`src/rtl/seven_segment_scanner.sv`:
```
// seven_segment_scanner
//   Scan controller for a multiplexed seven-segment display of WIDTH digits.
//   Each digit gets a slot of SLOT_CYCLES clocks. The first BLANK_CYCLES clocks
//   of a slot are dead time with all anodes off, which prevents ghosting. The
//   rest of the slot is PWM-dimmed by brightness against slot_cnt[3:0].
//   New values land in a pending buffer and are copied into the shadow
//   (displayed) buffer only at a frame boundary, so a frame is never torn.
//
// Ports
//   clk          in   system clock
//   rst_n        in   asynchronous active-low reset
//   load         in   single-cycle strobe, captures value/dp into the pending buffer
//   value        in   4*WIDTH hex digits, digit i at [4i+3:4i]
//   dp           in   per-digit decimal point, active high
//   lz_blank     in   leading-zero blanking enable (level)
//   brightness   in   PWM duty, 0 = dark, 15 = 15/16
//   digit_value  out  shadow nibble of the active digit
//   digit_dp     out  shadow dp of the active digit
//   anodes       out  active-low digit enables, at most one low
//   frame_start  out  one-cycle pulse when scanning returns to digit 0
//   pending      out  high while a loaded value awaits commit
//
// Load protocol: load is a fire-and-forget strobe with no ready. It is always
// accepted. A later load before commit overwrites the buffer (last write wins).

module seven_segment_scanner #(
    parameter int WIDTH        = 3,
    parameter int SLOT_CYCLES  = 16384,
    parameter int BLANK_CYCLES = 64
) (
    input  logic                 clk,
    input  logic                 rst_n,
    input  logic                 load,
    input  logic [4*WIDTH-1:0]   value,
    input  logic [WIDTH-1:0]     dp,
    input  logic                 lz_blank,
    input  logic [3:0]           brightness,
    output logic [3:0]           digit_value,
    output logic                 digit_dp,
    output logic [WIDTH-1:0]     anodes,
    output logic                 frame_start,
    output logic                 pending
);

    localparam int CW = $clog2(SLOT_CYCLES);
    localparam int AW = (WIDTH > 1) ? $clog2(WIDTH) : 1;

    logic [CW-1:0]      slot_cnt_q,    slot_cnt_d;
    logic [AW-1:0]      active_q,      active_d;
    logic [4*WIDTH-1:0] shadow_val_q,  shadow_val_d;
    logic [WIDTH-1:0]   shadow_dp_q,   shadow_dp_d;
    logic [4*WIDTH-1:0] pend_val_q,    pend_val_d;
    logic [WIDTH-1:0]   pend_dp_q,     pend_dp_d;
    logic               pending_q,     pending_d;
    logic [WIDTH-1:0]   anodes_q,      anodes_d;
    logic [3:0]         digit_value_q, digit_value_d;
    logic               digit_dp_q,    digit_dp_d;
    logic               frame_start_q, frame_start_d;

    logic slot_last;
    logic act_last;
    logic frame_wrap;
    logic upper_zero;
    logic blank;
    logic lit;

    always_comb begin
        slot_last     = (slot_cnt_q == CW'(SLOT_CYCLES - 1));
        act_last      = (active_q == AW'(WIDTH - 1));
        frame_wrap    = slot_last && act_last;

        slot_cnt_d    = slot_last ? '0 : slot_cnt_q + CW'(1);
        active_d      = active_q;
        shadow_val_d  = shadow_val_q;
        shadow_dp_d   = shadow_dp_q;
        pend_val_d    = pend_val_q;
        pend_dp_d     = pend_dp_q;
        pending_d     = pending_q;
        frame_start_d = frame_wrap;
        digit_value_d = '0;
        digit_dp_d    = 1'b0;
        upper_zero    = 1'b1;

        if (slot_last) begin
            active_d = act_last ? '0 : active_q + AW'(1);
        end

        // Commit happens before the load capture so that a load on the
        // boundary cycle refills the buffer and leaves pending set.
        if (frame_wrap && pending_q) begin
            shadow_val_d = pend_val_q;
            shadow_dp_d  = pend_dp_q;
            pending_d    = 1'b0;
        end
        if (load) begin
            pend_val_d = value;
            pend_dp_d  = dp;
            pending_d  = 1'b1;
        end

        // Select the active digit from the shadow buffer. Also check whether
        // this digit and every more-significant digit are zero.
        for (int i = 0; i < WIDTH; i++) begin
            if (active_q == AW'(i)) begin
                digit_value_d = shadow_val_q[4*i +: 4];
                digit_dp_d    = shadow_dp_q[i];
            end
            if ((AW'(i) >= active_q) && (shadow_val_q[4*i +: 4] != 4'd0)) begin
                upper_zero = 1'b0;
            end
        end

        blank    = lz_blank && (active_q != '0) && upper_zero;
        lit      = (slot_cnt_q >= CW'(BLANK_CYCLES)) &&
                   (slot_cnt_q[3:0] < brightness) && !blank;
        anodes_d = lit ? ~(WIDTH'(1) << active_q) : '1;
    end

    always_ff @(posedge clk or negedge rst_n) begin
        if (!rst_n) begin
            slot_cnt_q    <= '0;
            active_q      <= '0;
            shadow_val_q  <= '0;
            shadow_dp_q   <= '0;
            pend_val_q    <= '0;
            pend_dp_q     <= '0;
            pending_q     <= 1'b0;
            anodes_q      <= '1;
            digit_value_q <= '0;
            digit_dp_q    <= 1'b0;
            frame_start_q <= 1'b0;
        end else begin
            slot_cnt_q    <= slot_cnt_d;
            active_q      <= active_d;
            shadow_val_q  <= shadow_val_d;
            shadow_dp_q   <= shadow_dp_d;
            pend_val_q    <= pend_val_d;
            pend_dp_q     <= pend_dp_d;
            pending_q     <= pending_d;
            anodes_q      <= anodes_d;
            digit_value_q <= digit_value_d;
            digit_dp_q    <= digit_dp_d;
            frame_start_q <= frame_start_d;
        end
    end

    assign digit_value = digit_value_q;
    assign digit_dp    = digit_dp_q;
    assign anodes      = anodes_q;
    assign frame_start = frame_start_q;
    assign pending     = pending_q;

endmodule
```
`config.mk`:
```
export PLATFORM = sky130hd
export DESIGN_NAME = seven_segment_scanner
export DESIGN_NICKNAME = d
export VERILOG_FILES = /design/src/rtl/seven_segment_scanner.sv
export SDC_FILE = /design/constraint.sdc
export NUM_CORES = 1
export LEC_CHECK = 0
export ABC_AREA = 1
export CAP_MARGIN = 20
export CORE_MARGIN = 2
export CORE_UTILIZATION = 25
export DETAILED_ROUTE_END_ITERATION = 10
export SYNTH_ARGS = -nofsm -noshare
export SYNTH_HDL_FRONTEND = slang
export SYNTH_SLANG_ARGS = --single-unit
```
`constraint.sdc`:
```
create_clock -name clk -period 1.9 [get_ports clk]
set_clock_uncertainty 0.1 [all_clocks]
set_input_delay 0.19 -clock clk [delete_from_list [all_inputs] [get_ports clk]]
set_output_delay 0.19 -clock clk [all_outputs]
set_load 0.01 [all_outputs]
```
Yosys cells after proc, flatten, opt, wreduce, memory -nomap -nowiden
Index checks and enable logic that the tools add are counted.
{"block": "op_classes", "addsub": 2, "magnitude_cmp": 5, "eq_ne": 3, "shift": 1, "mux": 14, "bitwise": 1, "n_reduce_logical": 16}
{"op": "14-bit by 1-bit adder with 14-bit output (second input constant)", "n": 1}
{"op": "14-bit == test (second input constant)", "n": 1}
{"op": "14-bit by 7-bit greater-or-equal comparator with 1-bit output (second input constant)", "n": 1}
{"op": "14-bit 2-to-1 mux", "n": 1}
{"op": "4-bit 2-to-1 mux", "n": 3}
{"op": "4-bit nonzero test", "n": 3}
{"op": "1-bit logical AND", "n": 9}
{"op": "1-bit 2-to-1 mux", "n": 8}
{"op": "1-bit by 2-bit greater-or-equal comparator with 1-bit output (first input constant)", "n": 2}
{"op": "4-bit < comparator", "n": 1}
{"op": "2-bit nonzero test", "n": 2}
{"op": "3-bit 2-to-1 mux", "n": 1}
{"op": "3-bit inverter", "n": 1}
{"op": "1-bit by 2-bit << shifter with 3-bit output (first input constant)", "n": 1}
{"op": "2-bit by 1-bit adder with 2-bit output (second input constant)", "n": 1}
{"op": "2-bit by 1-bit == test with 1-bit output (second input constant)", "n": 1}
{"op": "2-bit == test (second input constant)", "n": 1}
{"op": "2-bit greater-or-equal comparator (first input constant)", "n": 1}
{"op": "2-bit zero test", "n": 1}
{"op": "2-bit 2-to-1 mux", "n": 1}
{"op": "1-bit zero test", "n": 1}
{"block": "word_totals", "ff_bits": 56, "input_bits": 23, "out_inout_bits": 10}

Depth between registers and ports, before layout
{"block": "logic_depth", "depth_word": 9, "ltp_mapped": 9}

Least setup slack after synthesis
No wires, ideal clock.
{"block": "synth_path", "kind": "reg-to-reg", "from": "register slot_cnt_q[0]", "to": "register shadow_val_q[8]", "setup_ns": 0.117, "arrival_time_ns": 1.410, "slack_ns": 0.273, "stages_incl_launch_ff": 10, "path_buffers": 1, "path_cell_list": "dfrtp_1 ha_1 nand2_1 nor2_4 nand2_4 nor2_8 nand3_4 buf_6 nand2_1 nand2_1"}
{"block": "synth_via", "elab_chain_len": 3}
{"element": "start, declared", "line": "48", "text": "logic [CW-1:0] slot_cnt_q, slot_cnt_d;"}
{"element": "start signal, assigned", "line": "133", "text": "slot_cnt_q <= slot_cnt_d;"}
{"element": "14-bit == test", "line": "68", "text": "slot_last = (slot_cnt_q == CW'(SLOT_CYCLES - 1));"}
{"element": "1-bit logical AND", "line": "70", "text": "frame_wrap = slot_last && act_last;"}
{"element": "1-bit logical AND", "line": "90", "text": "if (frame_wrap && pending_q) begin"}
{"element": "end signal, assigned", "line": "135", "text": "shadow_val_q <= shadow_val_d;"}
{"element": "end, declared", "line": "50", "text": "logic [4*WIDTH-1:0] shadow_val_q, shadow_val_d;"}
No other way between the ends.
A chain may end at the register's enable or synchronous reset.

Worst setup path after layout
{"block": "layout_path", "from": "register slot_cnt_q[1]", "to": "register shadow_val_q[4]"}
The elaborated chain is that of the path after synthesis.

==> impl_metrics.ini <==
[status]
status = completed

[synthesis]
synth_top_area_share_pct = 50.33
ys_seq_area_share_pct = 53.32
synthCells = 310
synth_top_family_by_area = simple AND/OR/NAND/NOR gates
ys_seq_elements = 56
synth-xor-area-share_pct = 1.994
synthSimpleGateAreaFrac_pct = 31.48
synth.distinct_cells = 24
yosysMostFrequentCell = nand2_1
synth_commonest_cells = nand2_1, dfrtp_1, nor2_1
syn_area_um2 = 2635
synth-compound-area-share_pct = 2.659
synth_top_flop_cell = dfrtp_1
synth_edf_count = 0
synthTopCellsByArea = dfrtp_1, nand2_1, nor2_1
synth_mux_area_share_pct = 0
synth_nets = 338
ys_async_sr_fraction_pct = 100.0
yosysWarnings = 0
synthAdderAreaFrac_pct = 2.374
synth_area_leader_cell = dfrtp_1
syn_area_per_cell_um2 = 8.500

[timing]
hold_viol_final = 0
timing.final.ws_setup_ns = 0.1964
tightest_slew_ns = 0.4334
slew_headroom_pct = 71.07
period_needed_ns = 1.704
clock.fmax_mhz = 587.0
holdWs_ns = 0.1993
setup_viol = 0
rsz0062_at_grt = false
finalCritPeriodShare_pct = 89.67
slew_violations = 0
final.setup.tns_ns = 0

[worst_setup_path]
endpoint_kind = register
slowest_stage = dfrtp_1
r2r_setup_slack_ns = 0.20
cp-endpoint = shadow_val_q[4]$_DFFE_PN0P_
cp_common_cell = nand2_1
crit_fanout = 16
startpoint = slot_cnt_q[1]$_DFF_PN0_
cp.arrival_ns = 1.87
path_depth = 8
cp_cell_sequence = ha_2, nand2_1, nor2_4, nand2_4, nor2_8, buf_4, nand4_1, nand2_1
max_stage_delay_ns = 0.43
path_buf_inv = 1
reg2reg_to = shadow_val_q[4]$_DFFE_PN0P_
critPathRequiredTime_ns = 2.07
crit_type = reg2reg
cp_top_family = simple AND/OR/NAND/NOR gates
r2r-start = slot_cnt_q[1]$_DFF_PN0_
worst_r2r_path_depth = 8
crit_path_start_kind = register

[route]
dr.pass1.iters = 4
postRouteAntennaNets = 0
drc_errors = 0
dr_total_vias = 1985
routed_wl_um = 5423
avgRoutedWirePerCell_um = 11.20
viasPerCell = 4.101
drt_iter0_markers = 113

[cts]
clock_sinks = 56
clock_path_buffers = 2
htreeDepth = 2
cts_setup_buffers = 0
cts_root_buf = clkbuf_8
cts_buffers = 5
path_clk_slew_ns = 0.11
cts_tree = done
insertion_delay_ns = 0.32

[floorplanning]
fp.coreArea_um2 = 10280
rows = 37
fp.dieH_um = 106.7
die-area_um2 = 11380
start_util_pct = 25.64
die_w_um = 106.7
boundaryPins = 33

[cells_and_area]
stdcell_count = 484
fin_util_pct = 31.07
areaGrowthSynthToFinish_pct = 21.18
nets = 375
post_route_cells_drive_above_1_share_pct = 8.046
antenna_cells = 0

[place]
place.gp.congestion = 0.8401
preCtsSetupSlack_ns = 0.1788
hpwl_um = 4014
portBuffers = 32
dp_cells = 475

[grt]
grt_pass1_vias = 2030
antenna_found_initial = 0
track_usage_pct = 10.47
grt_max_degree = 43
grt_pass1_wl_um = 9639
grt-ovfl-total = 0

[power_and_ir_drop]
power.leakage_nw = 1.630
p_per_area_nw_per_um2 = 649.8
peakVddDrop_mv = 0.3214

[run]
cap_violations = 0

[hold_path]
hold_class = in2async
==> worst min-delay path by stage <==
stage | startpoint | end | slack, ns | depth (start not counted)
2_1_floorplan | rst_n | active_q[0]$_DFFE_PN0N_ | -0.21 | 0
3_3_place_gp | rst_n | slot_cnt_q[1]$_DFF_PN0_ | 0.03 | 1
3_5_place_dp | rst_n | slot_cnt_q[1]$_DFF_PN0_ | 0.04 | 1
4_1_cts | rst_n | digit_value[0]$_DFF_PN0_ | 0.21 | 2
5_1_grt | rst_n | digit_value[0]$_DFF_PN0_ | 0.25 | 2
6_report | rst_n | slot_cnt_q[7]$_DFF_PN0_ | 0.20 | 2
==> final cells by class <==
| type | count | area, µm² |
|---|---|---|
| Fill cell | 1104 | 7084 |
| Multi-Input combinational cell | 214 | 1017 |
| Inverter | 30 | 112.6 |
| Tap cell | 136 | 170.2 |
| Clock buffer | 5 | 68.82 |
| Clock inverter | 3 | 28.78 |
| Sequential cell | 56 | 1405 |
| Timing Repair Buffer | 40 | 390.4 |
==> report_power, final <==
| group | internal (W) | total, W | switching (W) |
|---|---|---|---|
| clock network | 0.000280 | 0.000721 | 0.000442 |
| logic | 0.0000603 | 0.000117 | 0.0000564 |
| registers | 0.00122 | 0.00124 | 0.0000172 |
| total | 0.00156 | 0.00207 | 0.000515 |
==> worst reg2reg max path, cell delays in order, from the launching register on <==
cell and delay, ns:
dfrtp_1 0.43, ha_2 0.25, nand2_1 0.10, nor2_4 0.13
nand2_4 0.09, nor2_8 0.14, buf_4 0.21, nand4_1 0.12
nand2_1 0.08
==> kinds of logic after synthesis <==
logic type,count (synthesis)
fa+ha+maj,5
compound gates,12
simple gates,191
flops,56
buf+inv,40
xor+xnor,6
==> stage by stage <==
stage	total power, W	cell area (µm²)
2_1_floorplan	0.001292	2635
3_3_place_gp	0.001378	3083
3_5_place_dp	0.001380	3083
4_1_cts	0.002101	3191
5_1_grt	0.002171	3193
6_report	0.002075	3193
==> sequential cells by signal, indices dropped and copies added (netlist names) <==
signal,cells
active_q,2
slot_cnt_q,14
pending,1
anodes,3
digit_value,4
shadow_dp_q,3
frame_start,1
pend_dp_q,3
pend_val_q,12
digit_dp,1
shadow_val_q,12
==> layer usage <==
| metal | up-vias | wire [µm] | GRT usage (%) |
|---|---|---|---|
| met4 | 0 | 94 | 3.896 |
| met5 | - | 0 | 0 |
| met3 | 8 | 183 | 2.188 |
| met2 | 31 | 2381 | 16.06 |
| met1 | 909 | 2764 | 14.54 |
| li1 | 1037 | - | - |
==> cell usage in the layout, fill, tap and decap left out, drive strengths merged <==
cell           instances
dfrtp                 53
a21oi                  2
nor3                   3
nand4                 16
buf                    8
dfstp                  3
ha                     5
nand2                125
o221ai                 2
dlygate4sd3            1
nor2                  35
inv                   33
o21ai                  7
o21bai                 1
clkbuf                 5
nand3                 12
xor2                   4
xnor2                  2
clkdlybuf4s50         31
==> timing repair <==
item,CTS,global route
setup endpoints to repair,0,4
hold buffers,1,0
hold endpoints to repair,14,0
gates resized for setup,0,1
No activity file was read; power rests on OpenSTA's default activity.
